===== src/rtl/spi_pkg.sv =====
// Shared constants and types for the SPI target peripheral: register bit
// positions, reset values, SPI mode encodings and the framing FSM states.
package spi_pkg;

    localparam int CFG_EN_BIT      = 0;
    localparam int CFG_CPHA_BIT    = 4;
    localparam int CFG_CPOL_BIT    = 5;
    localparam int CFG_IRQ_RX_BIT  = 6;
    localparam int CFG_IRQ_ERR_BIT = 7;

    localparam int ST_RX_VALID_BIT = 0;
    localparam int ST_TX_EMPTY_BIT = 1;
    localparam int ST_BUSY_BIT     = 2;
    localparam int ST_OVERRUN_BIT  = 3;
    localparam int ST_UNDERRUN_BIT = 4;

    localparam logic [7:0] CONFIG_RST = 8'h00;
    localparam logic [7:0] STATE_RST  = 8'h02;

    // Encoded as {CPOL, CPHA}.
    typedef enum logic [1:0] {
        SPI_MODE0 = 2'b00,
        SPI_MODE1 = 2'b01,
        SPI_MODE2 = 2'b10,
        SPI_MODE3 = 2'b11
    } spi_mode_t;

    typedef enum logic [1:0] {
        FSM_DISARM = 2'd0,
        FSM_IDLE   = 2'd1,
        FSM_FRAME  = 2'd2
    } fsm_state_t;

    function automatic logic [7:0] pack_state(input logic rx_valid,
                                              input logic tx_empty,
                                              input logic busy,
                                              input logic overrun,
                                              input logic underrun);
        logic [7:0] s;
        s                  = 8'h00;
        s[ST_RX_VALID_BIT] = rx_valid;
        s[ST_TX_EMPTY_BIT] = tx_empty;
        s[ST_BUSY_BIT]     = busy;
        s[ST_OVERRUN_BIT]  = overrun;
        s[ST_UNDERRUN_BIT] = underrun;
        return s;
    endfunction

endpackage


===== src/rtl/spi_slave_sync.sv =====
// Multi-flop synchronizer for one asynchronous SPI line, followed by an
// edge-detect flop that yields single-cycle rise/fall pulses.
module spi_slave_sync #(
    parameter int   STAGES  = 2,
    parameter logic RST_VAL = 1'b0
) (
    input  logic clk_i,
    input  logic rst_ni,
    input  logic d_i,
    output logic q_o,
    output logic rise_o,
    output logic fall_o
);

    logic [STAGES-1:0] sync_q;
    logic              prev_q;

    always_ff @(posedge clk_i or negedge rst_ni) begin
        if (!rst_ni) begin
            sync_q <= {STAGES{RST_VAL}};
            prev_q <= RST_VAL;
        end else begin
            sync_q <= {sync_q[STAGES-2:0], d_i};
            prev_q <= sync_q[STAGES-1];
        end
    end

    assign q_o    = sync_q[STAGES-1];
    assign rise_o = sync_q[STAGES-1] & ~prev_q;
    assign fall_o = ~sync_q[STAGES-1] & prev_q;

endmodule


===== src/rtl/spi_slave.sv =====
// SPI target peripheral on the strobe-decoded 8-bit register bus: all four
// CPOL/CPHA modes, MSB-first bytes. Define SPI_SLAVE_IRQ_EN to add o_IRQ.
module spi_slave
    import spi_pkg::*;
#(
    parameter int         SYNC_STAGES = 2,
    parameter logic [7:0] FILL_BYTE   = 8'hFF
) (
    input  logic       i_PCLK,
    input  logic       i_PRESETn,
    input  logic       i_WR0,
    input  logic       i_WR1,
    input  logic       i_DR0,
    input  logic       i_DR1,
    input  logic       i_DR2,
    input  logic [7:0] i_PWDATA,
    output logic [7:0] o_PRDATA,
    input  logic       i_SCK,
    input  logic       i_SS,
    input  logic       i_MOSI,
    output logic       o_MISO,
    output logic       o_MISO_OE,
    output logic [1:0] o_DBG_STATE
`ifdef SPI_SLAVE_IRQ_EN
    ,
    output logic       o_IRQ
`endif
);

    fsm_state_t state_q, state_d;
    logic [7:0] cfg_q, cfg_d;
    logic [2:0] bit_cnt_q, bit_cnt_d;
    logic [7:0] tx_shift_q, tx_shift_d;
    logic [7:0] rx_shift_q, rx_shift_d;
    logic [7:0] tx_hold_q, tx_hold_d;
    logic       tx_empty_q, tx_empty_d;
    logic [7:0] rx_q, rx_d;
    logic       rx_valid_q, rx_valid_d;
    logic       overrun_q, overrun_d;
    logic       underrun_q, underrun_d;
    logic [7:0] prdata_q, prdata_d;

    logic sck_s, sck_rise, sck_fall;
    logic ss_s, ss_rise, ss_fall;
    logic [SYNC_STAGES-1:0] mosi_sync_q;
    logic mosi_s;

    spi_slave_sync #(.STAGES(SYNC_STAGES), .RST_VAL(1'b0)) u_sync_sck (
        .clk_i  (i_PCLK),
        .rst_ni (i_PRESETn),
        .d_i    (i_SCK),
        .q_o    (sck_s),
        .rise_o (sck_rise),
        .fall_o (sck_fall)
    );

    spi_slave_sync #(.STAGES(SYNC_STAGES), .RST_VAL(1'b1)) u_sync_ss (
        .clk_i  (i_PCLK),
        .rst_ni (i_PRESETn),
        .d_i    (i_SS),
        .q_o    (ss_s),
        .rise_o (ss_rise),
        .fall_o (ss_fall)
    );

    // MOSI has the same latency as SCK so it is sampled as it was at the SCK edge.
    always_ff @(posedge i_PCLK or negedge i_PRESETn) begin
        if (!i_PRESETn) begin
            mosi_sync_q <= '0;
        end else begin
            mosi_sync_q <= {mosi_sync_q[SYNC_STAGES-2:0], i_MOSI};
        end
    end
    assign mosi_s = mosi_sync_q[SYNC_STAGES-1];

    logic      enable, cpol, cpha;
    spi_mode_t mode;
    logic      sck_edge, lead_edge, trail_edge;

    assign enable = cfg_q[CFG_EN_BIT];
    assign mode   = spi_mode_t'({cfg_q[CFG_CPOL_BIT], cfg_q[CFG_CPHA_BIT]});

    always_comb begin
        cpol = 1'b0;
        cpha = 1'b0;
        unique case (mode)
            SPI_MODE0: begin cpol = 1'b0; cpha = 1'b0; end
            SPI_MODE1: begin cpol = 1'b0; cpha = 1'b1; end
            SPI_MODE2: begin cpol = 1'b1; cpha = 1'b0; end
            SPI_MODE3: begin cpol = 1'b1; cpha = 1'b1; end
            default:   begin cpol = 1'b0; cpha = 1'b0; end
        endcase
    end

    // After any edge the new SCK level tells leading (away from idle) from trailing.
    assign sck_edge   = sck_rise | sck_fall;
    assign lead_edge  = sck_edge & (sck_s != cpol);
    assign trail_edge = sck_edge & (sck_s == cpol);

    logic [4:0] strb;
    logic       strb_ok, wr_cfg, wr_tx, rd_state, rd_rx, rd_cfg;

    assign strb     = {i_DR2, i_DR1, i_DR0, i_WR1, i_WR0};
    assign strb_ok  = $onehot(strb);
    assign wr_cfg   = strb_ok & i_WR0;
    assign wr_tx    = strb_ok & i_WR1;
    assign rd_state = strb_ok & i_DR0;
    assign rd_rx    = strb_ok & i_DR1;
    assign rd_cfg   = strb_ok & i_DR2;

    logic [7:0] state_val, rx_byte;
    logic       do_load, do_shift, do_sample, byte_done;

    assign state_val = pack_state(rx_valid_q, tx_empty_q, state_q == FSM_FRAME,
                                  overrun_q, underrun_q);
    assign rx_byte   = {rx_shift_q[6:0], mosi_s};

    always_comb begin
        state_d    = state_q;
        cfg_d      = cfg_q;
        bit_cnt_d  = bit_cnt_q;
        tx_shift_d = tx_shift_q;
        rx_shift_d = rx_shift_q;
        tx_hold_d  = tx_hold_q;
        tx_empty_d = tx_empty_q;
        rx_d       = rx_q;
        rx_valid_d = rx_valid_q;
        overrun_d  = overrun_q;
        underrun_d = underrun_q;
        prdata_d   = prdata_q;
        do_load    = 1'b0;
        do_shift   = 1'b0;
        do_sample  = 1'b0;
        byte_done  = 1'b0;

        unique case (state_q)
            FSM_DISARM: begin
                if (enable && ss_s) begin
                    state_d = FSM_IDLE;
                end
            end
            FSM_IDLE: begin
                if (!enable) begin
                    state_d = FSM_DISARM;
                end else if (ss_fall) begin
                    state_d   = FSM_FRAME;
                    bit_cnt_d = 3'd0;
                    do_load   = !cpha;
                end
            end
            FSM_FRAME: begin
                // SS release wins over a coincident SCK edge: nothing more is loaded or sampled.
                if (!enable) begin
                    state_d   = FSM_DISARM;
                    bit_cnt_d = 3'd0;
                end else if (ss_rise) begin
                    state_d   = FSM_IDLE;
                    bit_cnt_d = 3'd0;
                end else if (cpha) begin
                    do_load   = lead_edge && (bit_cnt_q == 3'd0);
                    do_shift  = lead_edge && (bit_cnt_q != 3'd0);
                    do_sample = trail_edge;
                end else begin
                    do_sample = lead_edge;
                    do_load   = trail_edge && (bit_cnt_q == 3'd0);
                    do_shift  = trail_edge && (bit_cnt_q != 3'd0);
                end
            end
            default: state_d = FSM_DISARM;
        endcase

        if (do_sample) begin
            rx_shift_d = rx_byte;
            bit_cnt_d  = bit_cnt_q + 3'd1;
            byte_done  = (bit_cnt_q == 3'd7);
        end

        if (rd_rx) begin
            rx_valid_d = 1'b0;
        end
        if (rd_state) begin
            overrun_d  = 1'b0;
            underrun_d = 1'b0;
        end
        // A byte finishing alongside an RX read is accepted, not counted as overrun.
        if (byte_done) begin
            if (rx_valid_q && !rd_rx) begin
                overrun_d = 1'b1;
            end else begin
                rx_d       = rx_byte;
                rx_valid_d = 1'b1;
            end
        end

        if (do_load) begin
            tx_shift_d = tx_empty_q ? FILL_BYTE : tx_hold_q;
            tx_empty_d = 1'b1;
            if (tx_empty_q) begin
                underrun_d = 1'b1;
            end
        end
        if (do_shift) begin
            tx_shift_d = {tx_shift_q[6:0], 1'b1};
        end
        if (wr_tx) begin
            tx_hold_d  = i_PWDATA;
            tx_empty_d = 1'b0;
        end
        if (wr_cfg) begin
            cfg_d = i_PWDATA;
        end

        if (rd_state) begin
            prdata_d = state_val;
        end else if (rd_rx) begin
            prdata_d = rx_q;
        end else if (rd_cfg) begin
            prdata_d = cfg_q;
        end
    end

    always_ff @(posedge i_PCLK or negedge i_PRESETn) begin
        if (!i_PRESETn) begin
            state_q    <= FSM_DISARM;
            cfg_q      <= CONFIG_RST;
            bit_cnt_q  <= 3'd0;
            tx_shift_q <= 8'hFF;
            rx_shift_q <= 8'h00;
            tx_hold_q  <= 8'h00;
            tx_empty_q <= STATE_RST[ST_TX_EMPTY_BIT];
            rx_q       <= 8'h00;
            rx_valid_q <= STATE_RST[ST_RX_VALID_BIT];
            overrun_q  <= STATE_RST[ST_OVERRUN_BIT];
            underrun_q <= STATE_RST[ST_UNDERRUN_BIT];
            prdata_q   <= 8'h00;
        end else begin
            state_q    <= state_d;
            cfg_q      <= cfg_d;
            bit_cnt_q  <= bit_cnt_d;
            tx_shift_q <= tx_shift_d;
            rx_shift_q <= rx_shift_d;
            tx_hold_q  <= tx_hold_d;
            tx_empty_q <= tx_empty_d;
            rx_q       <= rx_d;
            rx_valid_q <= rx_valid_d;
            overrun_q  <= overrun_d;
            underrun_q <= underrun_d;
            prdata_q   <= prdata_d;
        end
    end

    assign o_PRDATA    = prdata_q;
    assign o_MISO      = tx_shift_q[7];
    assign o_MISO_OE   = enable & (state_q == FSM_FRAME);
    assign o_DBG_STATE = state_q;

`ifdef SPI_SLAVE_IRQ_EN
    logic irq_q, irq_d;

    assign irq_d = (cfg_q[CFG_IRQ_RX_BIT] & rx_valid_q)
                 | (cfg_q[CFG_IRQ_ERR_BIT] & (overrun_q | underrun_q));

    always_ff @(posedge i_PCLK or negedge i_PRESETn) begin
        if (!i_PRESETn) begin
            irq_q <= 1'b0;
        end else begin
            irq_q <= irq_d;
        end
    end

    assign o_IRQ = irq_q;
`endif

endmodule

===== config.mk =====
export PLATFORM = sky130hd
export DESIGN_NAME = spi_slave
export DESIGN_NICKNAME = d
export VERILOG_FILES = /design/src/rtl/spi_pkg.sv /design/src/rtl/spi_slave_sync.sv /design/src/rtl/spi_slave.sv
export SDC_FILE = /design/constraint.sdc
export NUM_CORES = 1
export LEC_CHECK = 0
export ABC_AREA = 1
export BUFFER_PORTS_ARGS = -buffer_cell sky130_fd_sc_hd__buf_2
export CAP_MARGIN = 20
export CORE_AREA = 4 4 121 123
export CTS_BUF_LIST = sky130_fd_sc_hd__clkbuf_4 sky130_fd_sc_hd__clkbuf_8 sky130_fd_sc_hd__clkbuf_16
export CTS_CLUSTER_DIAMETER = 50
export DETAILED_ROUTE_END_ITERATION = 10
export DIE_AREA = 0 0 125 127
export GPL_TIMING_DRIVEN = 1
export PLACE_DENSITY = 0.35
export SLEW_MARGIN = 0
export SYNTH_ARGS = -nofsm -noshare
export SYNTH_HDL_FRONTEND = slang
export SYNTH_SLANG_ARGS = --single-unit

===== constraint.sdc =====
create_clock -name i_PCLK -period 2.29 [get_ports i_PCLK]
set_clock_uncertainty 0.15 [all_clocks]
set_input_delay 0.229 -clock i_PCLK [delete_from_list [all_inputs] [get_ports i_PCLK]]
set_output_delay 0.229 -clock i_PCLK [all_outputs]
set_load 0.01 [all_outputs]

======== Yosys cells after proc, flatten, opt, wreduce, memory -nomap -nowiden ========
Index checks and enable logic that the tools add are counted.
storage, ports and cells
  register bits ........................... 64
  latch bits .............................. 0
  RAM bits ................................ 0
  ROM bits ................................ 0
  bits of input ports ..................... 18
  output and inout port bits .............. 12
  logic and storage cells ................. 124
  memories ................................ 0
cells by class
  add/subtract/negate cells ............... 5
  multiply operators ...................... 0
  divide/modulo/power cells ............... 0
  $lt $le $gt $ge ......................... 0
  equal/unequal tests ..................... 15
  shift-type cells ........................ 0
  multiplexer cells ....................... 46
  bitwise operators ....................... 18
  reductions and logical operators ........ 23
operators with widths
  operator                                                                  number
  8-bit two-way mux                                                         6
  1-bit two-way mux                                                         25
  3-bit two-way mux                                                         5
  1-bit bitwise AND                                                         12
  3-bit inequality test (second input constant)                             4
  2-bit two-way mux                                                         5
  3-bit nonzero test                                                        3
  2-bit OR reduction                                                        4
  2-bit == test (second input constant)                                     3
  1-bit logical AND                                                         6
  1-bit one-hot mux with 2 select lines                                     3
  2-bit one-hot mux with 3 select lines                                     1
  3-bit one-hot mux with 2 select lines                                     1
  1-bit NOT                                                                 5
  1-bit by 1-bit adder with 2-bit output                                    2
  2-bit by 1-bit == test with 1-bit output (second input constant)          2
  2-bit zero test                                                           2
  4-bit by 3-bit inequality test with 1-bit output (second input constant)  1
  4-bit AND reduction                                                       1
  2-bit nonzero test                                                        2
  2-bit by 2-bit adder with 3-bit output                                    1
  3-bit by 1-bit adder with 3-bit output                                    1
  3-bit by 1-bit adder with 3-bit output (second input constant)            1
  3-bit by 1-bit == test with 1-bit output (second input constant)          1
  other kinds (9)                                                           10

======== Longest topological paths before layout ========
Gate-level depths: netlist of run 1.
  word-level depth ........................ 12
  mapped depth ............................ 14
  depth with buffers taken out ............ 13

======== Modules after synthesis ========
A second synthesis of run 1 with hierarchy kept.
second synthesis, totals
  cell total of the unflattened synthesis .. 344
  area, all modules ....................... 3089.2 um^2
modules (own cells, without submodules)
  module                        instances  cells an instance  area each (um^2)  seq. area each (um^2)
  spi_slave                     1          330                2905.3            1462.7
  spi_slave_sync at u_sync_ss   1          7                  93.8              78.8
  spi_slave_sync at u_sync_sck  1          7                  90.1              75.1

======== Worst setup path after synthesis of run 1 ========
No wires, ideal clock.
  path kind ............................... in2reg
  start ................................... in i_DR1
  end ..................................... reg rx_q[6]
  library setup time ...................... 0.117 ns
  data arrival time ....................... 2.356 ns
  data required time ...................... 2.023 ns
  path slack .............................. -0.333 ns
  stages on the path ...................... 14
  path buffers ............................ 1
  cells stage by stage .................... inv_1 > fa_1 > fa_1 > inv_1 > ha_1 > nor2_2 > nand2_2 > nor2_4 > inv_2 > nand2_4 > nand3_4 > buf_6 > nand2_2 > o21ai_2
between the ends
  cells in the longest elaborated chain, start to end .. 9
ends and longest elaborated chain
  what                                                          line              RTL
  start: declaration                                            spi_slave.sv:14   input logic i_DR1,
  1-bit by 1-bit adder with 2-bit output (implied by the code)  spi_slave.sv:104  assign strb_ok = $onehot(strb);
  2-bit by 2-bit adder with 3-bit output (implied by the code)  spi_slave.sv:104
  3-bit by 1-bit adder with 3-bit output (implied by the code)  spi_slave.sv:104
  3-bit by 1-bit == test with 1-bit output                      spi_slave.sv:104
  1-bit bitwise AND (*)                                         spi_slave.sv:108  assign rd_rx = strb_ok & i_DR1;
  1-bit zero test (*)                                           spi_slave.sv:187  if (rx_valid_q && !rd_rx) begin
  1-bit logical AND (*)                                         spi_slave.sv:187
  1-bit NOT (no source line) (*)                                -
  2-bit AND reduction (no source line) (*)                      -
  end signal: assignment                                        spi_slave.sv:244  rx_q <= rx_d;
  end: declaration                                              spi_slave.sv:37   logic [7:0] rx_q, rx_d;
Mark *: on every way between the ends. The rest lies on a longest branch, timed or not.
A chain may end at the register's enable or synchronous reset.

======== Final worst setup path of run 1 ========
  start ................................... in i_DR1
  end ..................................... reg tx_hold_q[3]
between the ends
  cells in the longest elaborated chain, start to end .. 5
ends and longest elaborated chain
  what                                                          line              RTL
  1-bit by 1-bit adder with 2-bit output (implied by the code)  spi_slave.sv:104
  2-bit by 2-bit adder with 3-bit output (implied by the code)  spi_slave.sv:104
  3-bit by 1-bit adder with 3-bit output (implied by the code)  spi_slave.sv:104
  3-bit by 1-bit == test with 1-bit output                      spi_slave.sv:104
  1-bit bitwise AND                                             spi_slave.sv:106  assign wr_tx = strb_ok & i_WR1;
  end signal: assignment                                        spi_slave.sv:242  tx_hold_q <= tx_hold_d;
  end: declaration                                              spi_slave.sv:35   logic [7:0] tx_hold_q, tx_hold_d;
Every way passes these cells.

==> summary.txt, run 1 <==
clock share of power = 29.5%
vias in the first global route = 2570
CP endpoint kind = register
GRT Max-Usage Layer = met2
Net Sw Frac = 34.53%
Gate Count Post-Synth = 342
post-layout net count = 431
Crit Path Category = input port to register
crit-path cells = buf_6, clkinvlp_4, fa_1, fa_2, inv_2, ha_4, nor2_4, nand2_4, buf_6, nor2_4, clkinvlp_4, nand2_1, o21ai_0
Non-Filler Instances = 588
Yosys top cell area share = 42.43%
Syn Area/Cell = 8.967 um2
Seq pwr share = 40.8%
Crit Reg-Reg Startpoint = o_DBG_STATE[0]
GPL Wtd Cong = 0.7348
Worst-Skew Late Latency = 0.33 ns
Worst path slowest cell = fa_1
# diodes = 0
first-pass GRT wire length = 13.03 mm
top-count cell post-synth = nand2_1
Setup crit start = i_DR1
initial antenna violation count = 0
fin crit period = 2.290 ns
worst-margin pin slew = 0.3721 ns
RSZ-0062 raised after global routing = true
DRT iter0 DRCs = 133
top_reg_cell synth = dfrtp_1
largest net degree at the start of global routing = 65
Post-Syn Nets = 370
CTS tree = yes
Switch Pwr = 0.001505 W
Synth area leader = dfrtp_1
Final Hold Viols = 0
design internal power = 0.002853 W
Final Power = 0.004358 W
dpl hpwl = 5.214 mm
failing checks = negative setup slack
#FFs+latches synth = 64
top cells by area, synth = dfrtp_1 42%, nand2_1 12%, dfstp_2 10%
number of vias per cell = 4.078
WP data required = 2.35 ns
setup slack, reg-to-reg = 0.32 ns
area grow syn2layout = 30.89%
via count = 2398
Hold WC Path Type = input port to register
total I/O pin count = 30
Core Rows = 43
H-tree levels = 3
share of synthesized flip-flops with an asynchronous set or reset = 100.0%
Yosys warnings = 0
EDFF count, synth = 0
met3 GRT Util = 2.592%
crit-path max FO = 7
Startpoint Class = input port
CP arrival = 2.35 ns
CTS Buf Count = 9
met2 usage = 16.74%
GR Util All Layers = 10.32%
Crit path largest cell delay = 0.45 ns
CP delay by family, top = adder cells
GR Layer Usage met1 = 12.93%
share of layout cells above drive strength 1 = 32.11%
post-synthesis sequential area ratio = 52.71%
Max Cap Viol = 0
post-synth cell types = 32
Buffers on Ports = 29
Pleak = 1.930 nW
Die W = 125 um
placed insts = 563
post-synthesis cell area = 0.003067 mm2
status = complete, but fails checks
Slew Viols, Final = 0
WL/cell = 12.77 um
combinational share of power = 29.7%
Clk pin slew, worst setup/hold paths = 0.06 ns
post-route ant nets = 0
Pwr Density = 1086 mW/mm2
peak supply drop = 364.5 uV
grt ovf = 0
Sink Count = 64
PnR worst setup slack = -0.0001377 ns
WL final = 7.509 mm
full die area = 0.01588 mm2
die span in y = 127 um
FMAX = 436.7 MHz
clk root buf = clkbuf_16
Core Region = 0.01367 mm2
Synth top cells by count = 97 x nand2_1, 52 x dfrtp_1, 43 x inv_1, 36 x o21ai_0, 25 x nand3_1
First-pass DRT Iterations = 5
critical hold path startpoint = i_PWDATA[6]
crit path buf inv count = 5
CTS Buffer Depth = 2
Starting Density = 22.44%
Final setup viols = 1
Tcrit/Tclk final = 100.0%
drt drc = 0
max_slew headroom = 75.19%
-- worst paths after layout --
| check | endpoint | depth (start not counted) |
|---|---|---|
| min in group asynchronous | cfg_q[6] | 3 |
| min | tx_hold_q[6] | 3 |
| max in group asynchronous | u_sync_ss.prev_q | 3 |
| max reg2reg | rx_q[0] | 11 |
| min reg2reg | u_sync_ss.sync_q[1] | 0 |
| max | tx_hold_q[3] | 13 |
-- repair_timing --
item                                    CTS  global route
endpoints found under the hold margin    55             0
hold buffers                              4             0
cloned                                    2             0
pin swaps                                 4             8
endpoints found under the setup margin   16            23
gates resized for setup                  14            21
buffers inserted                          1             2
-- state kept, by name, summed over array words and instances, names as in the netlist --
register / flops
tx_hold_q: 8
u_sync_ss.sync_q: 2
bit_cnt_q: 3
o_DBG_STATE: 2
tx_empty_q: 1
underrun_q: 1
cfg_q: 8
o_PRDATA: 8
overrun_q: 1
u_sync_ss.prev_q: 1
u_sync_sck.sync_q: 2
u_sync_sck.prev_q: 1
mosi_sync_q: 2
rx_q: 8
rx_valid_q: 1
tx_shift_q: 8
rx_shift_q: 7
-- power by group through the flow --
stage	Clock [W]	Sequential (W)	Combinational (W)
finish	0.00129	0.00178	0.00129
global route	0.00140	0.00183	0.00150
CTS	0.00133	0.00178	0.00127
detailed placement	0	0.00180	0.00122
global placement	0	0.00180	0.00122
floorplan	0	0.00175	0.000807
-- cells by family (layout without fill, tap and decap cells) --
logic type               Yosys count  after routing  share of synthesized area (%)
AND/OR/NAND/NOR                  149            150                          22.03
flip-flops                        64             64                          52.71
AO/OA/AOI/OAI                     63             63                          12.57
buffers and inverters             54            119                          7.466
adder cells (fa/ha/maj)           10             10                          4.570
multiplexers                       2              2                         0.6528
-- worst reg2reg max path: stages, from the launching register on --
cell and delay, ns:
dfrtp_1 0.42, inv_1 0.10, ha_1 0.24, nand2_1 0.09, inv_2 0.08, o21ai_2 0.08
inv_1 0.12, nand2_4 0.13, inv_4 0.14, nand3_4 0.14, nand2_1 0.12, o21ai_2 0.05
-- through the flow --
step           area [um2]  utilization (%)  hold WS [ns]  worst slack, ns    TNS (ns)
6_report             4014            29.37       0.01415       -0.0001377  -0.0001377
3_3_place_gp         3550            25.98        0.1373          -0.3771      -8.788
4_1_cts              3943            28.85       0.01259         0.003643           0
2_1_floorplan        3082                -       -0.2166          -0.2797      -3.799
5_1_grt              4014            29.37       0.02545          -0.1056     -0.8928
3_5_place_dp         3550            25.98        0.1352          -0.4101      -9.193
-- area by class of cell --
cell class	instances	area [um2]
multi-input combinational	225	1315
clock buffer	13	261.5
inverter	48	195.2
clock inverter	3	17.52
tap	180	225.2
timing repair inverter	1	7.507
fill	1451	9652
timing repair buffer	54	375.4
sequential	64	1617
-- layout by cell type (no fill, tap or decap), types with 2 or more instances in the layout --
cell,Yosys,layout
nand2_1,97,95
dfrtp_1,52,52
inv_1,43,36
buf_2,1,27
o21ai_0,36,26
nand3_1,25,25
buf_4,0,18
o21ai_2,11,12
dfstp_2,12,12
o21ai_1,1,10
clkbuf_16,0,9
nand2_2,8,8
inv_2,4,7
nor2_1,7,7
ha_1,8,7
nor2_4,2,5
clkinvlp_4,0,4
a21oi_1,5,4
nand2_4,3,4
dlygate4sd3_1,0,4
buf_6,3,4
inv_4,1,3
o211ai_1,3,3
clkbuf_4,0,3
nand3_4,1,2
mux2i_1,2,2
or2_2,2,2
a21oi_2,1,2
clkinv_2,0,2
-- routing by layer --
layer / wire length, um / share of wire, %
met1: 3546 / 47
met5: 0 / 0
met2: 3540 / 47
met4: 175 / 2.3
met3: 246 / 3.3
No activity file was read; power rests on OpenSTA's default activity.
==> inputs of run 2 (changes only) <==
--- a/config.mk
+++ b/config.mk
@@ -11,10 +11,12 @@
 export CORE_AREA = 4 4 121 123
 export CTS_BUF_LIST = sky130_fd_sc_hd__clkbuf_4 sky130_fd_sc_hd__clkbuf_8 sky130_fd_sc_hd__clkbuf_16
 export CTS_CLUSTER_DIAMETER = 50
+export CTS_CLUSTER_SIZE = 16
 export DETAILED_ROUTE_END_ITERATION = 10
 export DIE_AREA = 0 0 125 127
 export GPL_TIMING_DRIVEN = 1
 export PLACE_DENSITY = 0.35
+export SKIP_LAST_GASP = 1
 export SLEW_MARGIN = 0
 export SYNTH_ARGS = -nofsm -noshare
 export SYNTH_HDL_FRONTEND = slang
==> run 2 against run 1 <==
Against the previous run:
- the run now ends clean
- core utilization is essentially flat
- sequential power about the same
- combinational power hardly changed
- sequential share of layout area grew 0.050 points
- clock-buffer cell count unchanged
- wire length down 0.19%
- hold slack barely moved
- first-iteration DRC count rose by 8.3%
- critical path type unchanged
- largest cell class unchanged
==> summary.txt, run 2 (synthesized netlist as in run 1, its figures left out) <==
PnR worst setup slack = 0.01218 ns (+0.01231 ns)
met3 GRT Util = 2.592% (unchanged)
full die area = 0.01588 mm2 (unchanged)
die span in y = 127 um (unchanged)
crit-path cells = buf_6, clkinvlp_4, fa_1, fa_2, inv_2, ha_4, nor2_4, nand2_4, buf_6, nor2_4, clkinvlp_4, nand2_1, o21ai_0
max_slew headroom = 75.24% (about the same)
post-layout net count = 431 (unchanged)
Buffers on Ports = 29 (unchanged)
most frequent cells in the layout = 95 x nand2_1, 52 x dfrtp_1, 36 x inv_1
via count = 2400 (+0.083%)
crit-path max FO = 7 (unchanged)
total I/O pin count = 30 (unchanged)
CP arrival = 2.34 ns (about the same)
Slew Viols, Final = 0 (unchanged)
Final Hold Viols = 0 (unchanged)
FMAX = 439.0 MHz (+0.54%)
RSZ-0062 raised after global routing = true
share of layout cells above drive strength 1 = 32.11% (unchanged)
Core Rows = 43 (unchanged)
status = completed
met2 usage = 16.74% (unchanged)
peak supply drop = 364.3 uV (about the same)
area grow syn2layout = 30.72%
CTS Buffer Depth = 2 (unchanged)
CP endpoint kind = register
CTS tree = yes
worst-margin pin slew = 0.3714 ns (-0.0007457 ns)
Core Region = 0.01367 mm2 (unchanged)
Pwr Density = 1085 mW/mm2 (about the same)
placed insts = 563 (unchanged)
Placed Instance Area = 0.003550 mm2 (unchanged)
Clk pin slew, worst setup/hold paths = 0.06 ns (about the same)
vias in the first global route = 2570 (unchanged)
Final Power = 0.004350 W (-0.17%)
initial antenna violation count = 0 (unchanged)
GR Layer Usage met1 = 12.93% (unchanged)
Final setup viols = 0 (-1)
final core utilization = 29.34% (-0.037 points)
DP Worst Slack = -0.4101 ns (unchanged)
CP delay by family, top = adder cells
crit path buf inv count = 5 (unchanged)
fill count = 1451 (unchanged)
Design Area, Final = 0.004009 mm2 (-0.12%)
drt drc = 0 (unchanged)
Worst-Skew Late Latency = 0.33 ns (about the same)
dpl hpwl = 5.214 mm (unchanged)
GR Util All Layers = 10.32% (unchanged)
first-pass GRT wire length = 13.03 mm (unchanged)
First-pass DRT Iterations = 4 (-1)
# diodes = 0 (unchanged)
Starting Density = 22.44% (unchanged)
DRT iter0 DRCs = 144 (+8.3%)
CTS Buf Count = 9 (unchanged)
Crit Path Category = input port to register
Hold WC Path Type = input port to register
H-tree levels = 3 (unchanged)
grt ovf = 0 (unchanged)
Startpoint Class = input port
fin crit period = 2.278 ns (-0.01231 ns)
WP data required = 2.35 ns (about the same)
Tcrit/Tclk final = 99.47% (-0.54 points)
Worst path slowest cell = fa_1
number of vias per cell = 4.082 (about the same)
Pleak = 1.930 nW (about the same)
WL final = 7.495 mm (-0.19%)
Max Cap Viol = 0 (unchanged)
commonest non-fill, non-tap cell in the layout = nand2_1
Sink Count = 64 (unchanged)
post-route ant nets = 0 (unchanged)
largest net degree at the start of global routing = 65 (unchanged)
GRT Max-Usage Layer = met2
Non-Filler Instances = 588 (unchanged)
clk root buf = clkbuf_16
WL/cell = 12.75 um (-0.19%)
GPL Wtd Cong = 0.7348 (unchanged)
Die W = 125 um (unchanged)
Crit path largest cell delay = 0.45 ns (about the same)
run 2: worst paths after layout:
kind | slack, ns | startpoint | cells after the start | end
setup / recovery | 0.01 | i_DR1 | 13 | tx_hold_q[3]
hold reg to reg | 0.20 | u_sync_ss.sync_q[0] | 0 | u_sync_ss.sync_q[1]
min in group asynchronous | 0.30 | i_PRESETn | 3 | cfg_q[6]
setup reg to reg | 0.32 | o_DBG_STATE[0] | 11 | rx_q[0]
max in group asynchronous | 1.34 | i_PRESETn | 3 | u_sync_ss.prev_q
hold / removal | 0.01 | i_PWDATA[6] | 3 | tx_hold_q[6]
run 2: timing repair:
item | in CTS | in global routing
resized for setup | 14 | 19
hold buffers | 4 | 0
hold endpoints to repair | 55 | 0
endpoints found under the setup margin | 16 | 23
setup buffers | 1 | 2
cloned | 2 | 0
pin swaps | 4 | 8
run 2: where the power goes:
part           total (W)  switching, W  internal (W)  leakage, nW
Clock            0.00128      0.000490      0.000794        0.140
Combinational    0.00129      0.000758      0.000531        0.994
Sequential       0.00178      0.000251       0.00153        0.796
run 2: layout make-up:
cell class                      instances  area [um2]  area share (%)
Sequential cell                        64        1617           40.32
Timing Repair inverter                  1       7.507          0.1873
Timing Repair Buffer                   54       375.4           9.363
Clock inverter                          3       17.52          0.4370
Inverter                               48       195.2           4.869
Multi-Input combinational cell        225        1310           32.68
Tap cell                              180       225.2           5.618
Clock buffer                           13       261.5           6.523
run 2: worst min-delay path, cell delays in order:
cell	delay, ns
buf_2	0.09
inv_1	0.06
o21ai_1	0.06
run 2: per-stage QoR:
stage	TNS [ns]	hold WS, ns
after CTS	0	0.01259
after global placement	-8.788	0.1373
final	0	0.01443
after global routing	-0.8415	0.02545
after floorplan	-3.799	-0.2166
after detailed placement	-9.193	0.1352
run 2: routing by layer:
metal,part of all wire [%],vias up,routed length (um)
met5,0,-,0
met4,2.3,0,176
met3,3.3,13,250
met2,47,37,3522
met1,47,1127,3546
li1,-,1223,-
==> inputs of run 3 (changes only) <==
--- a/config.mk
+++ b/config.mk
@@ -6,16 +6,15 @@
 export NUM_CORES = 1
 export LEC_CHECK = 0
 export ABC_AREA = 1
-export BUFFER_PORTS_ARGS = -buffer_cell sky130_fd_sc_hd__buf_2
-export CAP_MARGIN = 20
-export CORE_AREA = 4 4 121 123
+export CORE_AREA = 2 2 119 121
 export CTS_BUF_LIST = sky130_fd_sc_hd__clkbuf_4 sky130_fd_sc_hd__clkbuf_8 sky130_fd_sc_hd__clkbuf_16
 export CTS_CLUSTER_DIAMETER = 50
 export CTS_CLUSTER_SIZE = 16
 export DETAILED_ROUTE_END_ITERATION = 10
-export DIE_AREA = 0 0 125 127
+export DIE_AREA = 0 0 121 123
+export DONT_BUFFER_PORTS = 1
 export GPL_TIMING_DRIVEN = 1
-export PLACE_DENSITY = 0.35
+export PLACE_DENSITY = 0.33
 export SKIP_LAST_GASP = 1
 export SLEW_MARGIN = 0
 export SYNTH_ARGS = -nofsm -noshare
==> run 3 against run 2 <==
Against the previous run:
- clock power hardly changed
- non-clock buffer count decreased by 20
- critical path depth is 1 lower
- sequential share of layout area increased by 0.78 points
- clock-buffer cell count unchanged
- die area down 6.2%
- core utilization fell by 0.44 points
- wire length up 0.35%
- sequential cell count did not move
- power fell by 1.4%
- global-route usage is 1.0 points higher
- register-to-register slack is essentially flat
- critical path type unchanged
- largest power group unchanged
==> summary.txt, run 3 (synthesized netlist as in run 1, its figures left out) <==
commonest non-fill, non-tap cell in the layout = nand2_1
fin crit period = 2.220 ns (-0.05767 ns)
hold depth = 3 (unchanged)
placed insts = 536 (-4.8%)
dpl hpwl = 5.260 mm (+0.87%)
post-layout net count = 411 (-4.6%)
Pleak = 1.856 nW (-3.8%)
GR Util All Layers = 11.37% (+1.0 points)
number of vias per cell = 4.074 (-0.19%)
crit-path max FO = 7 (unchanged)
max_slew headroom = 77.90% (+2.7 points)
CTS Buf Count = 9 (unchanged)
H-tree levels = 3 (unchanged)
Crit Path Category = input port to register
largest net degree at the start of global routing = 65 (unchanged)
final core utilization = 28.89% (-0.44 points)
share of layout cells above drive strength 1 = 25.26% (-6.9 points)
area grow syn2layout = 28.23%
TNS Setup = 0 ns (unchanged)
Crit Reg-Reg Startpoint = o_DBG_STATE[0]
Placed Instance Area = 0.003420 mm2 (-3.7%)
peak supply drop = 322.7 uV (-11%)
Buffers on Ports = 0 (-100%)
clk root buf = clkbuf_16
Hold WC Path Type = input port to register
Core Rows = 43 (unchanged)
fill count = 1444 (-0.48%)
Sink Count = 64 (unchanged)
WP data required = 2.35 ns (about the same)
CTS Buffer Depth = 2 (unchanged)
Die W = 121 um (-3.2%)
Clk pin slew, worst setup/hold paths = 0.05 ns (about the same)
Final Hold Viols = 0 (unchanged)
RSZ-0062 raised after global routing = true
Starting Density = 22.53% (+0.089 points)
status = completed
area of the multi-input gates = 0.001280 mm2 (-2.3%)
Worst R2R Path Depth = 11 (unchanged)
DRT iter0 DRCs = 121 (-16%)
post-route ant nets = 0 (unchanged)
die span in y = 123 um (-3.1%)
vias in the first global route = 2418 (-5.9%)
Core Region = 0.01361 mm2 (-0.39%)
CTS tree = yes
Slew Viols, Final = 0 (unchanged)
worst-margin pin slew = 0.3315 ns (-0.03985 ns)
Tcrit/Tclk final = 96.95% (-2.5 points)
WL/cell = 13.24 um (+3.9%)
grt ovf = 0 (unchanged)
initial antenna violation count = 0 (unchanged)
drt drc = 0 (unchanged)
Pwr Density = 1091 mW/mm2 (+0.53%)
CP endpoint kind = register
Non-Filler Instances = 568 (-3.4%)
CP arrival = 2.28 ns (-0.06 ns)
# diodes = 0 (unchanged)
most frequent cells in the layout = 96 x nand2_1, 52 x dfrtp_1, 37 x inv_1
First-pass DRT Iterations = 5 (+1)
Startpoint Class = input port
FF-to-FF End = rx_q[2]
via count = 2314 (-3.6%)
Storage cell area = 0.001617 mm2 (unchanged)
critical hold path startpoint = i_WR0
setup slack, reg-to-reg = 0.33 ns (about the same)
Max Cap Viol = 0 (unchanged)
first-pass GRT wire length = 12.61 mm (-3.3%)
Final setup viols = 0 (unchanged)
FMAX = 450.4 MHz (+2.6%)
Design Area, Final = 0.003933 mm2 (-1.9%)
WL final = 7.521 mm (+0.35%)
GPL Wtd Cong = 0.7433 (+1.2%)
Worst-Skew Late Latency = 0.33 ns (about the same)
WHS Endpoint = cfg_q[6]
full die area = 0.01488 mm2 (-6.2%)
total I/O pin count = 30 (unchanged)
run 3: through the flow:
step | hold WS [ns] | power (W) | setup slack, ns
6_report | 0.1380 | 0.004290 | 0.06985
4_1_cts | 0.1355 | 0.004358 | 0.02605
3_3_place_gp | -0.2137 | 0.002936 | -0.3739
2_1_floorplan | -0.2166 | 0.002557 | -0.2797
3_5_place_dp | -0.2141 | 0.002944 | -0.3890
5_1_grt | 0.1673 | 0.004686 | -0.07131
run 3: repair_timing:
action                                  CTS  global route
pin swaps                                 0             5
resized for setup                         1            19
endpoints found under the hold margin    83             0
setup buffers                             0             1
endpoints found under the setup margin    2            23
cloned                                    0             2
hold buffers                             13             0
run 3: worst max path at each step:
| stage | to | cells after the start | slack (ns) | from |
|---|---|---|---|---|
| 2_1_floorplan | rx_q[6] | 14 | -0.28 | i_DR1 |
| 3_3_place_gp | o_PRDATA[3] | 11 | -0.37 | i_WR0 |
| 3_5_place_dp | o_PRDATA[3] | 11 | -0.39 | i_WR0 |
| 4_1_cts | o_PRDATA[7] | 10 | 0.03 | i_WR0 |
| 5_1_grt | tx_hold_q[5] | 12 | -0.07 | i_DR1 |
| 6_report | tx_hold_q[5] | 12 | 0.07 | i_DR1 |
run 3: worst max-delay path, cell delays in order:
cell and delay, ns:
clkinvlp_4 0.06, fa_1 0.47, fa_2 0.35, inv_2 0.08, ha_4 0.20, nor2_4 0.10
nand2_4 0.09, buf_6 0.13, nor2_4 0.19, clkinvlp_4 0.22, nand2_1 0.09, o21ai_0 0.08
run 3: layer usage:
metal,wire length [um],global-route usage [%],vias up
met3,375,4.705,10
met4,132,4.797,0
met1,3426,13.82,1092
met5,0,0,-
met2,3587,17.80,34
li1,-,-,1178
run 3: layout make-up:
cell class | count | area share (%)
clock buffer | 13 | 6.968
clock inverter | 3 | 0.3818
inverter | 48 | 4.900
multi-input combinational | 225 | 32.55
sequential | 64 | 41.11
tap | 180 | 5.727
timing repair buffer | 34 | 8.177
timing repair inverter | 1 | 0.1909
run 3: report_power, final:
part / switching, W / internal [W] / total, W
logic: 0.000691 / 0.000479 / 0.00117
clock network: 0.000483 / 0.000827 / 0.00131
registers: 0.000283 / 0.00153 / 0.00181
total: 0.00146 / 0.00283 / 0.00429
